$ cat config.mk
export PLATFORM = sky130hd
export DESIGN_NAME = imem_boot_loader
export DESIGN_NICKNAME = d
export VERILOG_FILES = /design/src/rtl/imem_loader_pkg.sv /design/src/rtl/imem_boot_loader_assembler.sv /design/src/rtl/imem_boot_loader.sv
export SDC_FILE = /design/constraint.sdc
export NUM_CORES = 1
export LEC_CHECK = 0
export CELL_PAD_IN_SITES_DETAIL_PLACEMENT = 1
export CELL_PAD_IN_SITES_GLOBAL_PLACEMENT = 1
export CORE_UTILIZATION = 40
export DETAILED_ROUTE_END_ITERATION = 12
export DONT_BUFFER_PORTS = 1
export GPL_TIMING_DRIVEN = 0
export PLACE_DENSITY_LB_ADDON = 0.1
export SETUP_SLACK_MARGIN = 0.3
export SLEW_MARGIN = 40
export SYNTH_ARGS = -nofsm -noshare
export SYNTH_HDL_FRONTEND = slang
export SYNTH_SLANG_ARGS = --single-unit
$ cat constraint.sdc
create_clock -name clk_i -period 2.9 [get_ports clk_i]
set_input_delay 0.29 -clock clk_i [delete_from_list [all_inputs] [get_ports clk_i]]
set_output_delay 0.29 -clock clk_i [all_outputs]
set_load 0.02 [all_outputs]
$ cat src/rtl/imem_loader_pkg.sv
// Shared types and constants for the instruction-memory boot loader.
// Imported by the loader top and its byte/word assembler.
package imem_loader_pkg;

  localparam int BYTES_PER_WORD = 4;
  localparam int LEN_W = 16;

  typedef enum logic [2:0] {
    S_LEN0,
    S_LEN1,
    S_DATA,
    S_WRITE,
    S_CSUM,
    S_DONE,
    S_ERR
  } loader_state_e;

endpackage

$ cat src/rtl/imem_boot_loader_assembler.sv
// Little-endian byte-to-word assembler for the boot loader.
// Pulses word_valid_o on the transfer that completes a word.
module byte_word_assembler
  import imem_loader_pkg::*;
#(
  parameter int DataWidth = 32
) (
  input  logic                 clk_i,
  input  logic                 rst_ni,
  input  logic                 clr_i,
  input  logic                 byte_valid_i,
  input  logic [7:0]           byte_i,
  output logic [DataWidth-1:0] word_o,
  output logic                 word_valid_o
);

  localparam logic [1:0] LastByte = 2'(BYTES_PER_WORD - 1);

  logic [1:0]           cnt_q, cnt_d;
  logic [DataWidth-1:0] word_q, word_d;

  // Place each byte at its lane; word_o already includes the current byte.
  always_comb begin
    cnt_d  = cnt_q;
    word_d = word_q;
    if (clr_i) begin
      cnt_d  = '0;
      word_d = '0;
    end else if (byte_valid_i) begin
      word_d[{cnt_q, 3'b000} +: 8] = byte_i;
      cnt_d = cnt_q + 2'd1;
    end
  end

  assign word_o       = word_d;
  assign word_valid_o = byte_valid_i & ~clr_i & (cnt_q == LastByte);

  // Byte-lane counter and partial word.
  always_ff @(posedge clk_i or negedge rst_ni) begin
    if (!rst_ni) begin
      cnt_q  <= '0;
      word_q <= '0;
    end else begin
      cnt_q  <= cnt_d;
      word_q <= word_d;
    end
  end

endmodule

$ cat src/rtl/imem_boot_loader.sv
// Frame-driven imem loader: header, data words, checksum.
// Keeps the core in reset until a verified load completes.
module imem_boot_loader
  import imem_loader_pkg::*;
#(
  parameter int AddressWidth = 10,
  parameter int DataWidth    = 32
) (
  input  logic                    clk_i,
  input  logic                    rst_ni,
  input  logic                    start_i,
  input  logic [7:0]              rx_data_i,
  input  logic                    rx_valid_i,
  output logic                    rx_ready_o,
  output logic                    imem_ld_o,
  output logic [AddressWidth-1:0] imem_ld_addr_o,
  output logic [DataWidth-1:0]    imem_ld_data_o,
  output logic                    core_rst_o,
  output logic                    busy_o,
  output logic                    done_o,
  output logic                    err_o
);

  localparam int IdxW = AddressWidth + 1;
  localparam logic [LEN_W-1:0] MaxLen =
    LEN_W'(2 ** AddressWidth);

  loader_state_e state_q, state_d;

  logic [LEN_W-1:0]        len_q, len_d;
  logic [IdxW-1:0]         idx_q, idx_d;
  logic [IdxW-1:0]         idx_nxt;
  logic [7:0]              sum_q, sum_d;
  logic [7:0]              csum_tot;
  logic [AddressWidth-1:0] addr_q, addr_d;
  logic [DataWidth-1:0]    data_q, data_d;
  logic [LEN_W-1:0]        len_full;

  logic                    xfer;
  logic                    asm_vld;
  logic                    asm_clr;
  logic [DataWidth-1:0]    asm_word;
  logic                    asm_wvld;

  assign rx_ready_o = (state_q == S_LEN0) |
                      (state_q == S_LEN1) |
                      (state_q == S_DATA) |
                      (state_q == S_CSUM);

  assign xfer     = rx_valid_i & rx_ready_o;
  assign asm_vld  = xfer & (state_q == S_DATA);
  assign idx_nxt  = idx_q + 1'b1;
  assign len_full = {rx_data_i, len_q[7:0]};
  assign csum_tot = sum_q + rx_data_i;

  byte_word_assembler #(
    .DataWidth(DataWidth)
  ) u_asm (
    .clk_i       (clk_i),
    .rst_ni      (rst_ni),
    .clr_i       (asm_clr),
    .byte_valid_i(asm_vld),
    .byte_i      (rx_data_i),
    .word_o      (asm_word),
    .word_valid_o(asm_wvld)
  );

  // Next-state, counters, checksum and write-port capture.
  always_comb begin
    state_d = state_q;
    len_d   = len_q;
    idx_d   = idx_q;
    sum_d   = sum_q;
    addr_d  = addr_q;
    data_d  = data_q;
    asm_clr = 1'b0;
    unique case (state_q)
      S_LEN0: begin
        if (xfer) begin
          len_d[7:0] = rx_data_i;
          state_d    = S_LEN1;
        end
      end
      S_LEN1: begin
        if (xfer) begin
          len_d = len_full;
          if (len_full > MaxLen) begin
            state_d = S_ERR;
          end else if (len_full == '0) begin
            state_d = S_CSUM;
          end else begin
            state_d = S_DATA;
          end
        end
      end
      S_DATA: begin
        if (xfer) begin
          sum_d = csum_tot;
          if (asm_wvld) begin
            addr_d  = idx_q[AddressWidth-1:0];
            data_d  = asm_word;
            state_d = S_WRITE;
          end
        end
      end
      S_WRITE: begin
        idx_d = idx_nxt;
        if (LEN_W'(idx_nxt) == len_q) begin
          state_d = S_CSUM;
        end else begin
          state_d = S_DATA;
        end
      end
      S_CSUM: begin
        if (xfer) begin
          if (csum_tot == 8'h00) begin
            state_d = S_DONE;
          end else begin
            state_d = S_ERR;
          end
        end
      end
      S_DONE, S_ERR: begin
        if (start_i) begin
          state_d = S_LEN0;
          len_d   = '0;
          idx_d   = '0;
          sum_d   = '0;
          asm_clr = 1'b1;
        end
      end
      default: begin
        state_d = S_LEN0;
      end
    endcase
  end

  // Loader state and datapath registers.
  always_ff @(posedge clk_i or negedge rst_ni) begin
    if (!rst_ni) begin
      state_q <= S_LEN0;
      len_q   <= '0;
      idx_q   <= '0;
      sum_q   <= '0;
      addr_q  <= '0;
      data_q  <= '0;
    end else begin
      state_q <= state_d;
      len_q   <= len_d;
      idx_q   <= idx_d;
      sum_q   <= sum_d;
      addr_q  <= addr_d;
      data_q  <= data_d;
    end
  end

  assign imem_ld_o      = (state_q == S_WRITE);
  assign imem_ld_addr_o = addr_q;
  assign imem_ld_data_o = data_q;

  assign done_o = (state_q == S_DONE);
  assign err_o  = (state_q == S_ERR);
  assign busy_o = ~(done_o | err_o);

  // A re-arm pulse puts the core back into reset in the same cycle.
  assign core_rst_o = ~(done_o & ~start_i);

endmodule

==> flow_summary.yaml, run 1 <==
grt:
  grt_pass1_vias: 4120
  antenna_found_initial: 0
  grt_max_degree: 107
  grt_pass1_wl_mm: 22.2
  grtUsageTotal_pct: 21.9
  overflow: 0
die:
  rows: 41
  ios: 60
  die_y_um: 116
  fp.dieW_um: 116
  initial_core_util_pct: 41.3
  core_area_um2: 12700
  dieArea_um2: 13500
sta:
  setup_tns_ns: 0
  finalMaxSlewViolations: 0
  setup_viol: 0
  worst_pin_slew_ns: 0.846
  maxSlewHeadroom_pct: 43.5
  hold_viol_final: 106
  skew_ns: 0.00537
  rsz0062_at_grt: "false"
  fin_crit_ns: 2.38
  period_share_pct: 82.2
  fmax_ghz: 0.419
  holdWs_ns: -0.370
setup_path:
  arrival_ns: 2.65
  slowest_stage: "nor3b_1"
  crit_fanout: 8
  startpoint_type: "flop"
  crit_path_max_incr_delay_ns: 0.72
  crit_path_end_kind: "flop"
  crit_chain: "inv_1 -> ha_1 -> nor3b_1 -> and3_1 -> a21oi_1 -> o21ai_0"
  crit_type: "reg2reg"
  required_ns: 3.17
final_layout:
  seq_area_um2: 2650
  multi_input_comb_area_um2: 2360
  nNetsFinal: 579
  fillerInstances: 1465
  antenna_cells: 0
  area_growth_pct: 9.42
  final_layout_size_suffix_gt1_share_pct: 10.9
synthesis:
  synth_top_flop_cell: "dfrtp_1"
  synth_seq_area_share_pct: 50.7
  yosysUniqueCellTypes: 58
  syn_nets: 568
  synth.ff_latch_count: 106
  synth_edf_count: 0
  postSynth.asyncResetShare_pct: 100
  syn_inst: 542
  synth.avg_cell_area_um2: 9.65
  ys_warn_count: 0
  synth_area_um2: 5230
routing:
  vias: 4015
  detail_route.first_pass.iterations: 5
  drt-initial-drc-count: 244
  ant_nets: 0
  routed_wirelength_mm: 13.9
  remaining_drc_errors: 0
  wl_per_cell_um: 19.0
  viasPerCell: 5.50
place:
  io_buffers: 0
  routabilityCongestion: 0.825
  dp_hpwl_mm: 9.74
clock_network:
  clock_path_buffers: 2
  cts_tree: "yes"
  cts_root_buf: "clkbuf_16"
  cts.sinks: 106
  cts_setup_buffers: 0
  cts_buffers: 9
  clkLatencyLatePin_ns: 0.35
  htree_levels: 3
  clkTransAtPathRegs_ns: 0.07
run_status:
  outcome: "finished, violations left"
  failed_checks: "hold timing"
power:
  p_leak_nw: 2.73
  peakVddDrop_uv: 399
  power.density_nw_per_um2: 838
run:
  maxCapViolCount: 0
min_path:
  hp-class: "in2async"
-- metal layers --
layer	track usage (%)	share of wire (%)	wire length (um)
met4	6.41	1.5	215
met2	36.1	48	6670
met5	0	0	0
met3	5.24	4.1	567
met1	28.7	46	6440
-- cells in the final DEF, fill, tap and decap left out, drive strengths merged, types with 6 or more instances in the layout --
| cell | count |
|---|---|
| a21oi | 36 |
| a22o | 8 |
| and3 | 32 |
| buf | 20 |
| clkbuf | 24 |
| dfrtp | 106 |
| ha | 13 |
| inv | 15 |
| mux2 | 10 |
| mux2i | 10 |
| nand2 | 77 |
| nand3 | 10 |
| nor2 | 42 |
| nor4 | 6 |
| o21ai | 63 |
| xnor2 | 17 |
| xor2 | 7 |
-- worst max-delay path, delay by kind of cell, from the launching register on --
| family | cells | cell delay, ns |
|---|---|---|
| AOI/OAI and AO/OA | 2 | 0.23 |
| adders and majority gates | 1 | 0.42 |
| buffers and inverters | 1 | 0.18 |
| DFF | 1 | 0.47 |
| and+or+nand+nor | 2 | 0.98 |
-- timing repair --
item                                    CTS  global route
hold endpoints to repair                106           106
gates resized for setup                   0             1
endpoints found under the setup margin    0             1
-- final timing paths --
kind	depth (start not counted)	from	end	slack [ns]
min	0	rst_ni	idx_q[8]	-0.37
max	6	u_asm.cnt_q[0]	imem_ld_data_o[7]	0.52
max reg2reg	6	u_asm.cnt_q[0]	imem_ld_data_o[7]	0.52
min in group clk_i	1	rx_data_i[6]	imem_ld_data_o[30]	0.07
min reg2reg	2	u_asm.word_q[4]	u_asm.word_q[4]	0.50
max in group asynchronous	0	rst_ni	state_q[0]	3.09
-- cell type report --
type	count	share of cell area [%]
clock buffers	10	4.00
flip-flops and latches	106	46.3
clock inverters	6	0.765
inverters	15	0.983
multi-input cells	387	41.3
well taps	172	3.76
plain buffers	34	2.86
-- synth_stat cells (2+ instances only) --
| cell | number | share of area [%] |
|---|---|---|
| dfrtp_1 | 106 | 51 |
| nand2_1 | 77 | 5.5 |
| o21ai_0 | 60 | 5.7 |
| nor2_1 | 41 | 2.9 |
| a21oi_1 | 36 | 3.4 |
| and3_1 | 32 | 3.8 |
| xnor2_1 | 17 | 2.8 |
| buf_2 | 16 | 1.5 |
| inv_1 | 14 | 1.0 |
| clkbuf_1 | 13 | 0.93 |
| ha_1 | 13 | 3.1 |
| mux2_2 | 10 | 2.2 |
| mux2i_1 | 10 | 1.9 |
| nand3_1 | 10 | 0.96 |
| a22o_1 | 8 | 1.3 |
| xor2_1 | 7 | 1.2 |
| nand4_1 | 5 | 0.60 |
| nor4_1 | 5 | 0.60 |
| o22ai_1 | 5 | 0.60 |
| a211oi_2 | 4 | 0.96 |
| buf_4 | 4 | 0.57 |
| a31oi_1 | 3 | 0.36 |
| nor3b_1 | 3 | 0.43 |
| o31ai_1 | 3 | 0.43 |
| and2_1 | 2 | 0.24 |
| nand2b_1 | 2 | 0.24 |
| nor2b_1 | 2 | 0.24 |
| nor3_1 | 2 | 0.19 |
| o211ai_1 | 2 | 0.29 |
| or2_2 | 2 | 0.24 |
-- power breakdown --
group / leakage (nW) / internal [mW] / total, mW / switching (mW)
Combinational: 1.16 / 0.636 / 1.64 / 1.01
Clock: 0.132 / 0.585 / 1.16 / 0.571
Sequential: 1.44 / 1.77 / 2.00 / 0.231
-- cell families after synthesis --
| group | synth area share [%] |
|---|---|
| AO/OA/AOI/OAI | 16.1 |
| XOR/XNOR | 4.02 |
| adder cells (fa/ha/maj) | 3.49 |
| buffers and inverters | 4.21 |
| flip-flops | 50.7 |
| multiplexers | 4.07 |
| AND/OR/NAND/NOR | 17.5 |
-- stage by stage --
step / worst slack [ns] / cell area, um2 / power [mW] / instances / utilization (%)
3_5_place_dp: 0.537 / 5450 / 3.68 / 714 / 43.0
5_1_grt: 0.330 / 5730 / 5.15 / 730 / 45.2
6_report: 0.515 / 5730 / 4.80 / 730 / 45.2
2_1_floorplan: 0.737 / 5230 / 3.28 / 542 / -
4_1_cts: 0.526 / 5720 / 4.85 / 730 / 45.1
3_3_place_gp: 0.596 / 5450 / 3.60 / 714 / 43.0
-- registers in the layout (all words and copies together), names as in the netlist --
name	flops
idx_q	11
u_asm.cnt_q	2
imem_ld_addr_o	10
imem_ld_data_o	32
state_q	3
len_q	16
sum_q	8
u_asm.word_q	24
Note: power is estimated with default switching activity, not from simulation.
==> run 2, diff against run 1 <==
==> constraint.sdc (replaced) <==
create_clock -name clk_i -period 2 [get_ports clk_i]
set_input_delay 0.2 -clock clk_i [delete_from_list [all_inputs] [get_ports clk_i]]
set_output_delay 0.2 -clock clk_i [all_outputs]
set_load 0.02 [all_outputs]
==> flow_summary.yaml, run 2 (synthesis gave the netlist of run 1 again) <==
clock_network:
  cts.sinks: 106
  clkTransAtPathRegs_ns: 0.08
  hold_buffers: 6
  cts_root_buf: "clkbuf_16"
  clock_path_buffers: 2
  cts_tree: "yes"
  htree_levels: 3
  clkLatencyLatePin_ns: 0.36
  cts_buffers: 9
sta:
  setup_viol: 2
  period_share_pct: 116
  fmax_ghz: 0.430
  holdWs_ns: -0.476
  worst_pin_slew_ns: 0.677
  rsz0062_at_grt: "true"
  skew_ns: 0.00882
  fin_crit_ns: 2.33
  maxSlewHeadroom_pct: 54.9
  setup_slack_ns: -0.327
  finalMaxSlewViolations: 0
  setup_tns_ns: -0.631
  hold_viol_final: 106
routing:
  detail_route.first_pass.iterations: 7
  viasPerCell: 5.71
  ant_nets: 0
  remaining_drc_errors: 0
  wl_per_cell_um: 23.7
  drt-initial-drc-count: 306
  routed_wirelength_mm: 18.9
  vias: 4554
setup_path:
  arrival_ns: 2.62
  worstReg2RegStart: "sum_q[0]"
  crit_path_max_incr_delay_ns: 0.45
  crit_fanout: 2
  crit_chain: "ha_4 -> fa_2 -> buf_4 -> xnor2_1 -> nand2_1 -> nand4b_1 -> o41a_1 -> o21ai_1"
  crit_family: "adder cells"
  crit_type: "reg2reg"
  slowest_stage: "dfrtp_1"
  startpoint_type: "flop"
  crit_path_end_kind: "flop"
  critPathCapture: "state_q[0]"
  reg2reg_depth: 8
  timing.rr.end: "state_q[0]"
  worst-path-buf-inv: 1
  crit_start: "sum_q[0]"
  rrSetupSlack_ns: -0.33
  worst-path-stages: 8
  required_ns: 2.29
place:
  dp_hpwl_mm: 9.86
  routabilityCongestion: 0.853
  io_buffers: 0
  dpl_cell_area_um2: 5500
run_status:
  outcome: "finished, violations left"
  failed_checks: "hold timing, setup timing"
power:
  finalPower_mw: 9.35
  p_leak_nw: 3.47
  peakVddDrop_uv: 648
  power.density_nw_per_um2: 1200
grt:
  grt_max_degree: 107
  grt_pass1_vias: 4915
  antenna_found_initial: 0
  grt_pass1_wl_mm: 28.2
  grtUsageTotal_pct: 28.4
  overflow: 0
final_layout:
  final_area_um2: 7790
  final_cell_mix: "103 x dfrtp_1, 45 x nand2_1, 35 x buf_4, 29 x o21ai_1, 25 x nand2_2"
  largest_register_ffs: 32
  antenna_cells: 0
  final_layout_size_suffix_gt1_share_pct: 45.5
  area_growth_pct: 48.9
  layout_commonest_cell: "dfrtp_1"
  fin_util_pct: 61.5
  nNetsFinal: 647
die:
  rows: 41
  dieArea_um2: 13500
  ios: 60
  die_y_um: 116
  initial_core_util_pct: 41.3
  core_area_um2: 12700
  fp.dieW_um: 116
min_path:
  hp-class: "in2async"
run:
  maxCapViolCount: 0
[run 2: worst reg2reg max path: stages (launching register included)]
cell and delay (ns):
dfrtp_1 0.45, ha_4 0.20, fa_2 0.34, buf_4 0.14, xnor2_1 0.21, nand2_1 0.11, nand4b_1 0.28, o41a_1 0.39
o21ai_1 0.14
[run 2: per-stage QoR]
stage / hold slack, ns / setup WS [ns] / instances
final: -0.476 / -0.327 / 798
after global routing: -0.488 / -0.433 / 798
after CTS: -0.482 / -0.203 / 783
after detailed placement: -0.0919 / -0.209 / 714
after global placement: -0.0923 / -0.170 / 714
after floorplan: -0.0956 / -0.0218 / 542
[run 2: power by group]
part	switching, mW	leakage, nW	internal, mW	total (mW)
logic	2.39	1.90	2.13	4.52
clock network	0.933	0.139	0.884	1.82
registers	0.437	1.43	2.57	3.01
total	3.76	3.47	5.59	9.35
[run 2: final cells by class]
cell class | count | area [um2]
fill | 1278 | 4880
buffer | 34 | 415
multi-input combinational | 389 | 3390
inverter | 15 | 65.1
clock inverter | 7 | 71.3
timing repair buffer | 66 | 751
clock buffer | 9 | 225
tap | 172 | 215
sequential | 106 | 2660
[run 2: layer usage]
layer | wire, um | GRT usage, %
met5 | 0 | 0
met3 | 728 | 4.51
met2 | 9860 | 48.7
met1 | 8000 | 36.4
met4 | 304 | 9.49
[run 2: what timing repair did]
action	4_1_cts	5_1_grt
endpoints found under the setup margin	112	109
pin swaps	61	51
buffers inserted	39	12
resized for setup	274	91
endpoints found under the hold margin	114	106
gates cloned	8	3
[run 2: worst min path at each step]
stage	start	end	slack [ns]	cells past startpoint
final	rst_ni	idx_q[6]	-0.48	0
after global routing	rst_ni	imem_ld_addr_o[5]	-0.49	0
after CTS	rst_ni	idx_q[9]	-0.48	0
after detailed placement	rst_ni	idx_q[9]	-0.09	0
after global placement	rst_ni	idx_q[7]	-0.09	0
after floorplan	rst_ni	idx_q[0]	-0.1	0
